<file path="src/rtl/uart_rx_pkg.sv">
// Shared UART definitions: FSM state encodings, oversampling constants and
// the baud divider rounding helper. Also intended for the future uart_tx.
package uart_rx_pkg;

  // Oversampling ratio and the mid-bit sample tick within one bit time
  localparam int OSR       = 16;
  localparam int SAMPLE_PT = 7;

  // Receiver FSM states
  typedef enum logic [2:0] {
    ST_HUNT  = 3'd0,
    ST_IDLE  = 3'd1,
    ST_START = 3'd2,
    ST_DATA  = 3'd3,
    ST_STOP  = 3'd4
  } uart_state_e;

  // Rounded clock divider for one oversample tick, never below 1
  function automatic int div_calc(input longint clk_hz, input longint baud);
    longint den;
    longint q;
    den = baud * longint'(OSR);
    q   = (clk_hz + (den / 64'sd2)) / den;
    if (q < 64'sd1) begin
      q = 64'sd1;
    end else begin
      q = q;
    end
    return int'(q);
  endfunction

endpackage

</file>
<file path="src/rtl/uart_baud_tick.sv">
// Oversample tick generator: div_cnt runs 0..DIV-1 and flags a tick on the
// last count. A synchronous clear realigns the phase to a start edge.
module uart_baud_tick
  import uart_rx_pkg::*;
#(
  parameter int CLK_HZ = 50_000_000,
  parameter int BAUD   = 115_200
) (
  input  logic aclk,
  input  logic aresetn,
  input  logic clr,
  output logic tick
);

  localparam int DIV   = div_calc(longint'(CLK_HZ), longint'(BAUD));
  localparam int DIV_W = (DIV > 1) ? $clog2(DIV) : 1;

  logic [DIV_W-1:0] div_cnt_r;
  logic             tick_s;

  assign tick_s = (div_cnt_r == DIV_W'(DIV - 1));
  assign tick   = tick_s;

  // Divider counter: cleared by reset, by a start edge and after each tick
  always_ff @(posedge aclk) begin
    if (!aresetn) begin
      div_cnt_r <= '0;
    end else if (clr) begin
      div_cnt_r <= '0;
    end else if (tick_s) begin
      div_cnt_r <= '0;
    end else begin
      div_cnt_r <= div_cnt_r + DIV_W'(1);
    end
  end

endmodule

</file>
<file path="src/rtl/uart_rx.sv">
// 8N1 UART receiver, 16x oversampled with a mid-bit sample. Received bytes
// land in a one-entry valid/ready register; framing and overrun errors are
// reported as single-cycle pulses.
module uart_rx
  import uart_rx_pkg::*;
#(
  parameter int CLK_HZ    = 50_000_000,
  parameter int BAUD      = 115_200,
  parameter int DATA_BITS = 8
) (
  input  logic                 aclk,
  input  logic                 aresetn,
  input  logic                 en,
  input  logic                 rxd,
  output logic [DATA_BITS-1:0] m_tdata,
  output logic                 m_tvalid,
  input  logic                 m_tready,
  output logic                 frame_err,
  output logic                 overrun,
  output logic                 busy
);

  logic                 rx_meta_r;
  logic                 rxs_r;
  uart_state_e          state_r;
  uart_state_e          state_s;
  logic [3:0]           osr_cnt_r;
  logic [3:0]           osr_cnt_s;
  logic [3:0]           bit_cnt_r;
  logic [3:0]           bit_cnt_s;
  logic [3:0]           hunt_cnt_r;
  logic [3:0]           hunt_cnt_s;
  logic [DATA_BITS-1:0] shift_r;
  logic [DATA_BITS-1:0] shift_s;
  logic                 tick_s;
  logic                 clr_s;
  logic                 good_s;
  logic                 ferr_s;
  logic                 busy_s;
  logic [DATA_BITS-1:0] m_tdata_r;
  logic                 m_tvalid_r;
  logic                 frame_err_r;
  logic                 overrun_r;
  logic                 busy_r;

  uart_baud_tick #(
    .CLK_HZ (CLK_HZ),
    .BAUD   (BAUD)
  ) u_baud_tick (
    .aclk    (aclk),
    .aresetn (aresetn),
    .clr     (clr_s),
    .tick    (tick_s)
  );

  // Two-flop synchronizer for the asynchronous line, idle-high reset value
  always_ff @(posedge aclk) begin
    if (!aresetn) begin
      rx_meta_r <= 1'b1;
      rxs_r     <= 1'b1;
    end else begin
      rx_meta_r <= rxd;
      rxs_r     <= rx_meta_r;
    end
  end

  // FSM state and per-frame counters
  always_ff @(posedge aclk) begin
    if (!aresetn) begin
      state_r    <= ST_HUNT;
      osr_cnt_r  <= 4'd0;
      bit_cnt_r  <= 4'd0;
      hunt_cnt_r <= 4'd0;
      shift_r    <= '0;
    end else begin
      state_r    <= state_s;
      osr_cnt_r  <= osr_cnt_s;
      bit_cnt_r  <= bit_cnt_s;
      hunt_cnt_r <= hunt_cnt_s;
      shift_r    <= shift_s;
    end
  end

  // Next-state logic: hunting for idle line, start qualification, bit sampling
  always_comb begin
    state_s    = state_r;
    bit_cnt_s  = bit_cnt_r;
    hunt_cnt_s = hunt_cnt_r;
    shift_s    = shift_r;
    clr_s      = 1'b0;
    good_s     = 1'b0;
    ferr_s     = 1'b0;
    if (tick_s) begin
      osr_cnt_s = osr_cnt_r + 4'd1;
    end else begin
      osr_cnt_s = osr_cnt_r;
    end

    case (state_r)
      ST_HUNT: begin
        // Any low sample restarts the 16-tick idle qualification
        if (!rxs_r) begin
          hunt_cnt_s = 4'd0;
        end else if (tick_s) begin
          if (hunt_cnt_r == 4'(OSR - 1)) begin
            hunt_cnt_s = 4'd0;
            state_s    = ST_IDLE;
          end else begin
            hunt_cnt_s = hunt_cnt_r + 4'd1;
          end
        end else begin
          hunt_cnt_s = hunt_cnt_r;
        end
      end
      ST_IDLE: begin
        if (!rxs_r) begin
          clr_s     = 1'b1;
          osr_cnt_s = 4'd0;
          bit_cnt_s = 4'd0;
          state_s   = ST_START;
        end else begin
          state_s = ST_IDLE;
        end
      end
      ST_START: begin
        if (tick_s && (osr_cnt_r == 4'(SAMPLE_PT))) begin
          if (rxs_r) begin
            state_s = ST_IDLE;
          end else begin
            osr_cnt_s = 4'd0;
            state_s   = ST_DATA;
          end
        end else begin
          state_s = ST_START;
        end
      end
      ST_DATA: begin
        if (tick_s && (osr_cnt_r == 4'(OSR - 1))) begin
          shift_s = {rxs_r, shift_r[DATA_BITS-1:1]};
          if (bit_cnt_r == 4'(DATA_BITS - 1)) begin
            bit_cnt_s = 4'd0;
            state_s   = ST_STOP;
          end else begin
            bit_cnt_s = bit_cnt_r + 4'd1;
          end
        end else begin
          state_s = ST_DATA;
        end
      end
      ST_STOP: begin
        if (tick_s && (osr_cnt_r == 4'(OSR - 1))) begin
          if (rxs_r) begin
            good_s  = 1'b1;
            state_s = ST_IDLE;
          end else begin
            ferr_s     = 1'b1;
            hunt_cnt_s = 4'd0;
            state_s    = ST_HUNT;
          end
        end else begin
          state_s = ST_STOP;
        end
      end
      default: begin
        hunt_cnt_s = 4'd0;
        state_s    = ST_HUNT;
      end
    endcase

    // A disabled receiver always falls back to hunting for an idle line
    if (!en) begin
      state_s    = ST_HUNT;
      hunt_cnt_s = 4'd0;
    end else begin
      state_s = state_s;
    end
  end

  assign busy_s = (state_s == ST_START) || (state_s == ST_DATA) || (state_s == ST_STOP);

  // Output register: one-entry buffer with overrun detection and status pulses
  always_ff @(posedge aclk) begin
    if (!aresetn) begin
      m_tdata_r   <= '0;
      m_tvalid_r  <= 1'b0;
      frame_err_r <= 1'b0;
      overrun_r   <= 1'b0;
      busy_r      <= 1'b0;
    end else begin
      frame_err_r <= ferr_s;
      busy_r      <= busy_s;
      if (good_s) begin
        // Free slot, or the held byte leaves in this same cycle
        if (!m_tvalid_r || m_tready) begin
          m_tdata_r  <= shift_r;
          m_tvalid_r <= 1'b1;
          overrun_r  <= 1'b0;
        end else begin
          overrun_r <= 1'b1;
        end
      end else begin
        overrun_r <= 1'b0;
        if (m_tvalid_r && m_tready) begin
          m_tvalid_r <= 1'b0;
        end else begin
          m_tvalid_r <= m_tvalid_r;
        end
      end
    end
  end

  assign m_tdata   = m_tdata_r;
  assign m_tvalid  = m_tvalid_r;
  assign frame_err = frame_err_r;
  assign overrun   = overrun_r;
  assign busy      = busy_r;

endmodule

</file>
<file path="config.mk">
export PLATFORM = sky130hd
export DESIGN_NAME = uart_rx
export DESIGN_NICKNAME = d
export VERILOG_FILES = /design/src/rtl/uart_rx_pkg.sv /design/src/rtl/uart_baud_tick.sv /design/src/rtl/uart_rx.sv
export SDC_FILE = /design/constraint.sdc
export NUM_CORES = 1
export LEC_CHECK = 0
export CAP_MARGIN = 5
export CORE_MARGIN = 1.5
export CORE_UTILIZATION = 40
export DETAILED_ROUTE_END_ITERATION = 6
export PLACE_DENSITY = 0.56
export SLEW_MARGIN = 20
export SYNTH_ARGS = -nofsm -noshare
export SYNTH_HDL_FRONTEND = slang
export SYNTH_SLANG_ARGS = --single-unit
</file>
<file path="constraint.sdc">
create_clock -name aclk -period 3.18 [get_ports aclk]
set_input_delay 0.636 -clock aclk [delete_from_list [all_inputs] [get_ports aclk]]
set_output_delay 0.636 -clock aclk [all_outputs]
set_load 0.02 [all_outputs]
</file>
Yosys cells after proc, flatten, opt, wreduce, memory -nomap -nowiden
Cells that the tools add are included.
W data, S select, Z words.
{"block": "classes", "mux": 34, "order_cmp": 0, "eq_ne": 18, "n_reduce_logical": 20, "n_bitwise": 2, "shift": 0, "mul": 0, "n_div": 0, "n_addsub": 4}
{"cell": "$mux W4", "count": 10}
{"cell": "$mux W3", "count": 8}
{"cell": "$pmux W4 S2", "count": 2}
{"cell": "$pmux W3 S5", "count": 1}
{"cell": "$add A4 B1 Y4 const B", "count": 3}
{"cell": "$eq A3 B2 Y1 const B", "count": 4}
{"cell": "$pmux W4 S3", "count": 1}
{"cell": "$mux W1", "count": 10}
{"cell": "$reduce_and A2 Y1", "count": 5}
{"cell": "$eq A4 B3 Y1 const B", "count": 2}
{"cell": "$eq A4 B4 Y1 const B", "count": 2}
{"cell": "$ne A2 B2 Y1 const B", "count": 4}
{"cell": "$eq A3 B3 Y1 const B", "count": 2}
{"cell": "$reduce_and A3 Y1", "count": 2}
{"cell": "$reduce_or A3 Y1", "count": 2}
{"cell": "$add A5 B1 Y5 const B", "count": 1}
{"cell": "$eq A5 B5 Y1 const B", "count": 1}
{"cell": "$mux W2", "count": 2}
{"cell": "$reduce_and A4 Y1", "count": 1}
{"cell": "$reduce_bool A2 Y1", "count": 2}
{"cell": "$eq A3 B1 Y1 const B", "count": 1}
{"cell": "$logic_and A1 B1 Y1", "count": 3}
{"cell": "$logic_not A3 Y1", "count": 1}
{"cell": "$logic_or A1 B1 Y1", "count": 3}
{"cell": "4 further kinds", "count": 5}
{"block": "totals", "mem_bits_ro": 0, "ramBits": 0, "regBits": 42, "mem_count": 0, "latch_bits": 0, "word_cells": 91, "out_inout_bits": 12}

Depth between registers and ports, before layout
{"block": "logic_depth", "depth_word": 9, "ltp_mapped": 8, "depth_no_buf": 6}

Cells and area by module
A second synthesis with hierarchy kept.
{"block": "hier_totals", "cells_unflattened": 211, "area_unflattened_um2": 1871.8}
{"module": "uart_rx", "area_each_um2": 1666.6, "instances": 1, "cells_per_inst": 191, "seq_area_each_um2": 740.7}
{"module": "uart_baud_tick", "area_each_um2": 205.2, "instances": 1, "cells_per_inst": 20, "seq_area_each_um2": 100.1}

Worst setup path after synthesis
No wires, ideal clock.
{"block": "synth_timing", "kind": "input to register", "startpoint": "in aresetn", "endpoint": "reg state_r[0]", "required_ps": 3111, "setup_ps": 69, "path_slack_ps": 1529, "cell_stages": 5, "arrival_time_ps": 1583, "path_buffers": 1, "cell_sequence": "clkbuf_2 nand2_1 or2_1 or3_1 o21ai_1"}
{"element": "start, declared", "line_no": "uart_rx.sv:12", "text": "input logic aresetn,"}
{"element": "end signal, assigned", "line_no": "uart_rx.sv:76", "text": "state_r <= state_s;"}
{"element": "end, declared", "line_no": "uart_rx.sv:25", "text": "uart_state_e state_r;"}

Worst setup path after layout
{"block": "layout_timing", "startpoint": "reg state_r[1]", "endpoint": "reg busy_r (netlist: busy)"}
{"block": "layout_via", "elab_chain_cells": 8, "word_cells_on_any_way": 17, "cone_classes": "eq/ne (7); mux (7); reduce/logical (3)"}
{"element": "$mux W3", "line_no": "uart_rx.sv:105", "text": "if (hunt_cnt_r == 4'(OSR - 1)) begin"}
{"element": "$mux W3", "line_no": "uart_rx.sv:104", "text": "end else if (tick_s) begin"}
{"element": "$mux W3", "line_no": "uart_rx.sv:102", "text": "if (!rxs_r) begin"}
{"element": "$pmux W3 S5 (*)", "line_no": "uart_rx.sv:99", "text": "case (state_r)"}
{"element": "$mux W3 (*)", "line_no": "uart_rx.sv:171", "text": "if (!en) begin"}
{"element": "$eq A3 B2 Y1", "line_no": "uart_rx.sv:179", "text": "assign busy_s = (state_s == ST_START) || (state_s == ST_DATA) || (state_s == ST_STOP);"}
{"element": "$logic_or A1 B1 Y1", "line_no": "uart_rx.sv:179"}
{"element": "$logic_or A1 B1 Y1 (*)", "line_no": "uart_rx.sv:179"}
{"element": "end signal, assigned", "line_no": "uart_rx.sv:191", "text": "busy_r <= busy_s;"}
{"element": "end, declared", "line_no": "uart_rx.sv:44", "text": "logic busy_r;"}
Every way passes the cells marked *; elsewhere a longest branch is shown, timed or not.
A chain may end at the register's enable or synchronous reset.

==> impl_results.md <==
- Status: finished, final reports clean
- Startpoint type of the worst setup path: flip-flop
- Worst skew pair latency: 290 ps
- FMAX: 497 MHz
- First-pass GRT wire length: 6640 µm
- Chip Width: 73.7 µm
- Reg2reg start: state_r[1]$_SDFF_PN0_
- Worst setup path start: state_r[1]$_SDFF_PN0_
- Peak supply drop: 0.000167 V
- Count leader, synth: dfxtp_1
- Final Hold Fails: 0
- Min-Delay Path Class: reg -> reg
- Clk pwr share: 36.0%
- Io pins: 17
- CP peak stage delay: 720 ps
- Post-synth top area cell: dfxtp_1
- Nets: 241
- Most used cell along the critical path: a21oi_1
- Clock-pin slew on the worst setup and hold paths: 80 ps
- Setup crit end kind: flip-flop
- TritonRoute pass-1 iters: 4
- Seq/Total Area, Yosys: 42.0%
- Sum Neg Setup Slack: 0 ps
- CTS Hold Bufs: 0
- Vias in the first global route: 1410
- TritonCTS clock tree: done
- Detail Route Antenna Nets: 0
- Syn avg cell area: 9.09 µm²
- EDFF count, synth: 0
- CP arrival: 2230 ps
- Sink Count: 42
- Diodes inserted: 0
- Total gr overflow: 0
- Yosys top cell area share: 42.0%
- Core Util, Final: 46.7%
- WP data required: 3400 ps
- Worst-Margin Slew: 702 ps
- Largest net degree at the start of global routing: 34
- NetSw: 189 µW
- Power, Total: 886 µW
- Critical path type: reg -> reg
- Clock root cell: clkbuf_8
- Final Critical Period: 2010 ps
- Synthesized cell area: 0.00200 mm²
- Layout Skew: 8.95 ps
- Comb pwr share: 3.6%
- Number of CTS-inserted buffers: 5
- Sw Share: 21.4%
- Routed vias: 1543
- Synth Net Count: 230
- Filler cell count: 507
- Pwr/cell area: 396 mW/mm²
- HP Start: rx_meta_r$_SDFF_PN1_
- Rel. slew slack: 52.8%
- Core area: 0.00479 mm²
- Post-cts resize count: 0
- Final Max Tran Viols: 0
- Die area: 0.00543 mm²
- Post-CTS Setup Repair Bufs: 0
- Synth warn: 0
- Area growth, synth to finish: 11.8%
- CTS H-tree lvls: 2
- Initial antenna violation count: 0
- Synth cell count leaders: dfxtp_1, nand2_1, nand3_1
- Vias/cell: 5.18
- CP Max Fanout: 15
- Slowest stage cell, crit path: dfxtp_1
- Post-DP HPWL: 2490 µm
- Max Cap Viol: 0
- RePlAce Congestion: 0.802
- Deepest clock path buffer count: 2
- Port Buf Inserts: 16
- Top cells by area, synth: dfxtp_1, nand2_1, nand3_1
- Asr flop ratio synth: 0%
- Post-route DRC violation count: 0
- DRT Wirelength: 3780 µm
- Initial DRC count: 115
- RSZ-0062 raised after global routing: no
- Reg area: 841 µm²
- Final Cycle Share: 63.2%
- Post-Synthesis Cells: 220
- Main synth FF type: dfxtp_1
- Leakage: 0.769 nW
- Crit-path cells: and4_1 > and3_1 > a21oi_1 > a21oi_1
- Die Y: 73.7 µm
- GRT Total Usage: 15.8%
- Seq pwr share: 60.5%
- Final setup violating endpoints: 0
- Int Pwr: 697 µW
- Share of layout cells above drive strength 1: 7.36%
- FP Rows: 25
- Post-DR wirelength/cell: 12.7 µm
- Hold WS: 411 ps
- Synth Register Bits: 42
- Area taken by multi-input logic gates: 0.00105 mm²
- Initial Utilization: 41.8%
- Unique masters post-synth: 50
-- stage by stage --
stage                     instances  instance area, µm²  worst slack [ps]
after detailed placement        291                2160              1050
after global routing            298                2240               969
after global placement          291                2160              1070
final                           298                2240              1170
after CTS                       298                2240              1210
after floorplan                 220                2000              1530
-- power groups by stage --
stage / Combinational [mW] / Sequential, mW / Clock, mW
final: 0.0315 / 0.535 / 0.319
after global routing: 0.0351 / 0.536 / 0.355
after CTS: 0.0320 / 0.535 / 0.337
after detailed placement: 0.0318 / 0.548 / 0
after global placement: 0.0319 / 0.548 / 0
after floorplan: 0.0243 / 0.545 / 0
-- worst max-delay path, delay by kind of cell (launching register included) --
family | cells | cell delay (ps)
AOI/OAI and AO/OA | 2 | 330
DFF | 1 | 720
and+or+nand+nor | 2 | 900
-- sequential cells by signal (all words and copies together), names as in the netlist --
signal	flops
osr_cnt_r	4
shift_r	8
hunt_cnt_r	4
rxs_r	1
busy	1
u_baud_tick.div_cnt_r	5
frame_err	1
m_tvalid	1
bit_cnt_r	4
m_tdata	8
state_r	3
rx_meta_r	1
overrun	1
-- cell families after synthesis --
kind of cell,count (synthesis),synth area share (%)
flops,42,42.0
buf+inv,16,5.38
xor+xnor,8,3.50
compound gates,48,16.3
fa+ha+maj,5,3.13
simple gates,101,29.6
-- path summary, 6_finish.rpt --
| check | end | slack, ps | cells past startpoint |
|---|---|---|---|
| max | busy$_SDFF_PN0_ | 1170 | 4 |
| min | rxs_r$_SDFF_PN1_ | 410 | 1 |
| min reg2reg | rxs_r$_SDFF_PN1_ | 410 | 1 |
| max reg2reg | busy$_SDFF_PN0_ | 1170 | 4 |
-- area by class of cell --
type | instances | area share (%)
multi-input combinational | 162 | 47.1
clock buffer | 7 | 3.41
sequential | 42 | 37.6
tap | 67 | 3.75
inverter | 2 | 0.336
timing repair buffer | 18 | 7.83
-- per-layer routing --
metal | track usage [%] | part of all wire, %
met2 | 23.8 | 44
met1 | 21.7 | 51
met3 | 4.39 | 3.7
met5 | 0 | 0
met4 | 5.35 | 1.2
-- cell usage in the layout (no fill, tap or decap), types with 2 or more instances in the layout --
cell type         n
o21ai_0          14
clkbuf_8          5
xor2_1            5
a21boi_1          9
a31oi_1           4
a21oi_1           7
xnor2_1           3
nand4_1           2
o21ai_1           2
and3_1            4
a311oi_2          2
inv_1             2
ha_1              5
buf_4             2
nor3_1            5
nand3_1          19
clkbuf_1          2
nand2b_1          4
clkdlybuf4s50_1  16
nor2b_1           2
nor2_1           17
dfxtp_1          42
o21a_1            2
nand2_1          31
Note: power is estimated with default switching activity, not from simulation.
